**src/rtl/key_conditioner.sv**
```systemverilog
// key_conditioner: pushbutton front end for the stopwatch control FSM.
// Each active-low board key is synchronized, debounced and turned into
// registered press / release / long-press pulses plus a debounced level.
// The release pulse output is named release_pulse because "release" is a
// reserved word in SystemVerilog.
module key_conditioner #(
  parameter int unsigned NUM_KEYS        = 3,
  parameter int unsigned DEBOUNCE_CYCLES = 1000000,
  parameter int unsigned HOLD_CYCLES     = 100000000
) (
  input  logic                Clk,
  input  logic                reset,
  input  logic [NUM_KEYS-1:0] key_n,
  output logic [NUM_KEYS-1:0] level,
  output logic [NUM_KEYS-1:0] press,
  output logic [NUM_KEYS-1:0] release_pulse,
  output logic [NUM_KEYS-1:0] long_press
);

  // Counter widths; a 1-cycle debounce still needs a 1-bit counter.
  localparam int unsigned DW = (DEBOUNCE_CYCLES > 1) ? $clog2(DEBOUNCE_CYCLES) : 1;
  localparam int unsigned HW = (HOLD_CYCLES > 1) ? $clog2(HOLD_CYCLES) : 1;
  localparam logic [DW-1:0] D_LAST = DW'(DEBOUNCE_CYCLES - 1);
  localparam logic [HW-1:0] H_LAST = HW'(HOLD_CYCLES - 1);

  typedef enum logic [1:0] {
    IDLE,
    PRESS_WAIT,
    HELD,
    RELEASE_WAIT
  } state_t;

  logic [NUM_KEYS-1:0] r_sync1;
  logic [NUM_KEYS-1:0] r_sync2;
  logic [NUM_KEYS-1:0] w_s;

  // Two-stage synchronizer; idles at 1 so a reset looks like "released".
  always_ff @(posedge Clk or posedge reset) begin
    if (reset) begin
      r_sync1 <= '1;
      r_sync2 <= '1;
    end else begin
      r_sync1 <= key_n;
      r_sync2 <= r_sync1;
    end
  end

  assign w_s = ~r_sync2;

  for (genvar k = 0; k < NUM_KEYS; k++) begin : g_key
    state_t        r_state;
    logic [DW-1:0] r_dcnt;
    logic [HW-1:0] r_hcnt;
    logic          r_lp_done;
    logic          r_level;
    logic          r_press;
    logic          r_release;
    logic          r_long;

    // Per-key debounce / hold FSM with registered level and pulses.
    always_ff @(posedge Clk or posedge reset) begin
      if (reset) begin
        r_state   <= IDLE;
        r_dcnt    <= '0;
        r_hcnt    <= '0;
        r_lp_done <= 1'b0;
        r_level   <= 1'b0;
        r_press   <= 1'b0;
        r_release <= 1'b0;
        r_long    <= 1'b0;
      end else begin
        r_press   <= 1'b0;
        r_release <= 1'b0;
        r_long    <= 1'b0;
        case (r_state)
          IDLE: begin
            if (w_s[k]) begin
              r_state <= PRESS_WAIT;
              r_dcnt  <= '0;
            end
          end
          PRESS_WAIT: begin
            if (!w_s[k]) begin
              r_state <= IDLE;
            end else if (r_dcnt == D_LAST) begin
              r_state   <= HELD;
              r_press   <= 1'b1;
              r_level   <= 1'b1;
              r_hcnt    <= '0;
              r_lp_done <= 1'b0;
            end else begin
              r_dcnt <= r_dcnt + DW'(1);
            end
          end
          HELD: begin
            if (!w_s[k]) begin
              r_state <= RELEASE_WAIT;
              r_dcnt  <= '0;
            end else if (r_hcnt == H_LAST) begin
              if (!r_lp_done) begin
                r_long    <= 1'b1;
                r_lp_done <= 1'b1;
              end
            end else begin
              r_hcnt <= r_hcnt + HW'(1);
            end
          end
          RELEASE_WAIT: begin
            // A release glitch returns to HELD without losing hold progress.
            if (w_s[k]) begin
              r_state <= HELD;
            end else if (r_dcnt == D_LAST) begin
              r_state   <= IDLE;
              r_release <= 1'b1;
              r_level   <= 1'b0;
            end else begin
              r_dcnt <= r_dcnt + DW'(1);
            end
          end
          default: r_state <= IDLE;
        endcase
      end
    end

    assign level[k]         = r_level;
    assign press[k]         = r_press;
    assign release_pulse[k] = r_release;
    assign long_press[k]    = r_long;
  end

endmodule
```
**config.mk**
```make
export PLATFORM = sky130hd
export DESIGN_NAME = key_conditioner
export DESIGN_NICKNAME = d
export VERILOG_FILES = /design/src/rtl/key_conditioner.sv
export SDC_FILE = /design/constraint.sdc
export NUM_CORES = 1
export LEC_CHECK = 0
export CAP_MARGIN = 20
export CORE_ASPECT_RATIO = 1.1
export CORE_MARGIN = 2
export CORE_UTILIZATION = 32
export CTS_CLUSTER_DIAMETER = 100
export DETAILED_ROUTE_END_ITERATION = 10
export GPL_ROUTABILITY_DRIVEN = 0
export PLACE_DENSITY = 0.44
export SLEW_MARGIN = 10
export SYNTH_ARGS = -nofsm -noshare
export SYNTH_HDL_FRONTEND = slang
export SYNTH_SLANG_ARGS = --single-unit
```
**constraint.sdc**
```tcl
create_clock -name Clk -period 8.2 [get_ports Clk]
set_input_delay 1.64 -clock Clk [delete_from_list [all_inputs] [get_ports Clk]]
set_output_delay 1.64 -clock Clk [all_outputs]
set_load 0.02 [all_outputs]
```
# == Word level (Yosys, flattened, before mapping) ==
# Cells that the tools add are included.
# word_totals
regBits,168
input_bits,5
out_inout_bits,12
wordCells,213
# op_classes
add_sub_neg,6
eq_ne,48
n_mux,108
n_bitwise,1
reduce_logical,24
# op_table
cell,n
$mux W27,12
$mux W20,15
$pmux W20 S4,3
$pmux W27 S2,3
$add A27 B1 Y27 const B,3
$eq A27 B27 Y1 const B,3
$add A20 B1 Y20 const B,3
$eq A20 B20 Y1 const B,3
$ne A2 B2 Y1 const B,27
$mux W1,48
$reduce_and A5 Y1,9
$mux W2,18
$pmux W2 S4,3
$reduce_and A4 Y1,6
$ne A3 B3 Y1 const B,6
$eq A2 B2 Y1 const B,6
$pmux W1 S2,6
$reduce_bool A2 Y1,6
$eq A2 B1 Y1 const B,3
$logic_not A2 Y1,3
$not A3 Y3,1

# == Logic depth before layout (Yosys ltp) ==
# logic_depth
depth_word,4
ltp_mapped,9
mapped_depth_nobuf,7

# == Worst setup path after synthesis ==
# No wires, ideal clock.
# synth_timing
kind,reg2reg
start,reg g_key[0].r_dcnt[0]
end,reg g_key[0].r_hcnt[13]
arrival_ns,2.082
path_slack_ns,5.979
stages_incl_launch_ff,10
path_buffers,3
cell_sequence,dfrtp_1 -> ha_1 -> nand2_1 -> or3_1 -> buf_2 -> o31a_1 -> buf_6 -> buf_2 -> o311ai_0 -> o31ai_1
# synth_via
elab_chain_len,3
# synth_rtl
element,line_no,rtl
start: declaration,52,logic [DW-1:0] r_dcnt;
start signal: assignment,92,r_dcnt <= r_dcnt + DW'(1);
start signal: assignment,117,r_dcnt <= r_dcnt + DW'(1);
$eq A20 B20 Y1,85,end else if (r_dcnt == D_LAST) begin
$ne A2 B2 Y1 (no source line),n/a,
$reduce_and A5 Y1 (no source line),n/a,
end signal: assignment,105,r_hcnt <= r_hcnt + HW'(1);
end: declaration,53,logic [HW-1:0] r_hcnt;
# Every way passes these cells.
# A chain may end at the register's enable or synchronous reset.

# == Final worst setup path ==
# layout_timing
start,reg g_key[1].r_press
end,out press[1]
# layout_lines
element,line_no,rtl
start: declaration,56,logic r_press;
start signal: assignment,68,r_press <= 1'b0;
start signal: assignment,72,r_press <= 1'b0;
start signal: assignment,87,r_press <= 1'b1;
end: declaration,15,"output logic [NUM_KEYS-1:0] press,"
# No word-level cell between the ends.

==> results_dict.tcl <==
set metrics [dict create \
    dpl_cell_area_um2 9660 \
    grt_pass1_wl_mm 38.5 \
    overflow 0 \
    async_flop_share_pct 100 \
    cp_data_arrival_time_ns 1.44 \
    maxSlewHeadroom_pct 37.2 \
    ctsResizeCount 0 \
    hold_path_class "flip-flop to flip-flop" \
    cts.root.buffer_cell "clkbuf_16" \
    drive_above_1_share_pct 7.28 \
    cts_inserted_buffers 17 \
    power.leakage_nw 4.29 \
    synth_seq_cells 168 \
    holdWs_ns 0.358 \
    ys_top_cells_by_area "dfrtp_1 44%, nand2_1 3.9%, nand4_1 3.1%" \
    clkPwrFrac_pct 48.8 \
    fmax_mhz 324 \
    cpPeakStageDelay_ns 0.62 \
    switchingPower_mw 0.418 \
    instances_no_fill 1371 \
    routedWlPerCell_um 16.2 \
    critical_path_required_ns 6.56 \
    power.internal_mw 1.34 \
    area_growth_pct 11.7 \
    powerDensity_nw_per_um2 170 \
    io_buffers 16 \
    cts.htree.levels 4 \
    ctsHoldBuffers 0 \
    ir_worst_vdd_uv 139 \
    post-route-util_pct 36.1 \
    status "completed" \
    die_w_um 166 \
    place_ws_ns 4.61 \
    syn_nets 1008 \
    synth_cell_types 75 \
    setup_tns_ns 0 \
    reg2reg_slack_ns 5.43 \
    yosys.area.top_type "dfrtp_1" \
    coreArea_um2 28500 \
    cts_max_path_buffers 2 \
    path_cells "clkdlybuf4s50_1" \
    yosysTopAreaCellShare_pct 43.9 \
    die-area_um2 30200 \
    slowest_stage "clkdlybuf4s50_1" \
    ys_warn_count 0 \
    vias 7583 \
    path_buf_inv 1 \
    cts_tree "built" \
    drt-initial-drc-count 406 \
    drtAntennaViolNets 0 \
    drc 0 \
    synth_edf_count 0 \
    seqPwrFrac_pct 48.4 \
    crit_path_start_kind "flip-flop" \
    cts_sinks 168 \
    path_max_fanout 1 \
    maxCapViolCount 0 \
    setup_slack_ns 5.12 \
    worst_pin_slew_ns 0.934 \
    path_delay_family "buffers and inverters" \
    place_hpwl_mm 14.6 \
    initial_core_util_pct 32.3 \
    synth_area_um2 9230 \
    yosysSeqAreaShare_pct 45.7 \
    clkSlewWorstSetupHoldPaths_ns 0.07 \
    viasPerCell 5.53 \
    first_pass_iters 6 \
    fin_area_um2 10300 \
    clock_latency_ns 0.43 \
    fin_crit_sh_pct 37.6 \
    io_pins 17 \
    finalHoldViolations 0 \
    antenna-diode-count 0 \
    power_mw 1.75 \
    cp-end-kind "output pin" \
    combPwrFrac_pct 2.8 \
    grt_max_degree 119 \
    post_cts.repair.setup_buffers 0 \
    synth_ff_type "dfrtp_1" \
    p_sw_share_pct 23.8 \
    final_nets 1001 \
    skew_ns 0.0105 \
    finalWirelength_mm 22.2 \
    syn_area_per_cell_um2 9.25 \
    setup_viol 0 \
    antenna_found_initial 0 \
    die_y_um 182 \
    post-route-min-period_ns 3.08 \
    synthCells 997 \
    rows 65 \
    grtUsageTotal_pct 15.3 \
    criticalPathCategory "flip-flop to output pin" \
    rsz0062_at_grt "no" \
    drv_slew 0 \
    grt_pass1_vias 7395 \
    dp.cells 1337 \
]
synthesized netlist by cell type, types with 8 or more instances:
library cell,instances
nand4_1,45
and3_1,34
o31ai_1,32
nor3b_1,10
nand2b_1,16
o21ai_0,46
xnor2_1,10
nor2_1,67
o211ai_1,14
dfrtp_1,162
nor3_1,21
clkbuf_1,29
a22o_1,9
buf_2,10
nand3_1,45
nor4_1,22
a211o_1,12
a21oi_1,53
inv_1,22
buf_4,14
nand2_1,96
or4_1,35
nor4b_1,8
and4_1,13
or3_1,26
xor2_1,23
per-layer routing:
layer	track usage, %	share of wire, %	vias up
li1	-	-	3764
met1	21.0	50	3714
met2	25.4	47	91
met3	2.04	1.9	14
met4	4.00	1.1	0
met5	0	0	-
placed cells by master (no fill, tap or decap), types with 6 or more instances in the layout:
cell type / instances
mux2i_1: 7
a211o_1: 12
nor4b_1: 8
nand2b_1: 16
o21ai_0: 45
nor2b_1: 6
and3_1: 34
nor3b_1: 10
clkbuf_16: 17
xor2_1: 23
o2111ai_1: 6
nor4_1: 21
o31ai_1: 32
clkdlybuf4s50_1: 16
nor2_1: 67
a22o_1: 9
a21oi_1: 53
and4_1: 13
xnor2_1: 10
or4_1: 35
o211ai_1: 14
nand3_1: 45
inv_1: 21
or3_1: 26
ha_1: 6
nand2_1: 96
nor3_1: 21
nand4_1: 45
a31oi_1: 7
buf_4: 12
dfrtp_1: 162
dfstp_2: 6
kinds of logic (layout without fill, tap and decap cells):
family | after synthesis | in the layout | synth area share [%]
fa+ha+maj | 6 | 6 | 0.814
xor+xnor | 33 | 33 | 3.13
buf+inv | 79 | 85 | 4.00
compound gates | 223 | 223 | 16.1
simple gates | 478 | 478 | 29.2
flops | 168 | 168 | 45.7
mux | 10 | 10 | 1.13
worst paths after layout:
kind	start	end	cells past startpoint
worst max-delay path	g_key[1].r_press$_DFF_PP0_	press[1]	1
worst min-delay path	r_sync1[1]$_DFF_PP1_	r_sync2[1]$_DFF_PP1_	0
worst max register to register	g_key[1].r_dcnt[0]$_DFFE_PP0P_	g_key[1].r_hcnt[26]$_DFFE_PP0P_	6
worst min register to register	r_sync1[1]$_DFF_PP1_	r_sync2[1]$_DFF_PP1_	0
max in group asynchronous	reset	g_key[2].r_hcnt[7]$_DFFE_PP0P_	3
min in group asynchronous	reset	g_key[0].r_dcnt[16]$_DFFE_PP0P_	2
power groups by stage:
stage | clock [mW] | combinational, mW | sequential, mW
3_3_place_gp | 0 | 0.0512 | 0.864
2_1_floorplan | 0 | 0.0358 | 0.860
6_report | 0.857 | 0.0493 | 0.848
4_1_cts | 0.889 | 0.0517 | 0.848
5_1_grt | 0.922 | 0.0583 | 0.850
3_5_place_dp | 0 | 0.0516 | 0.864
area by class of cell:
class	instances	area, um2
Clock buffer	17	425
Clock inverter	15	190
Fill cell	2844	18200
Inverter	24	97.6
Multi-Input combinational cell	750	4650
Sequential cell	168	4210
Tap cell	368	460
Timing Repair Buffer	29	265
flip-flops by register name, summed over array words and instances, names as in the netlist, named ones only:
signal / count
g_key.r_hcnt: 81
g_key.r_dcnt: 60
g_key.r_level: 3
g_key.r_long: 3
g_key.r_lp_done: 3
g_key.r_press: 3
g_key.r_release: 3
g_key.r_state: 3
r_sync1: 3
r_sync2: 3
Note: power is estimated with default switching activity, not from simulation.
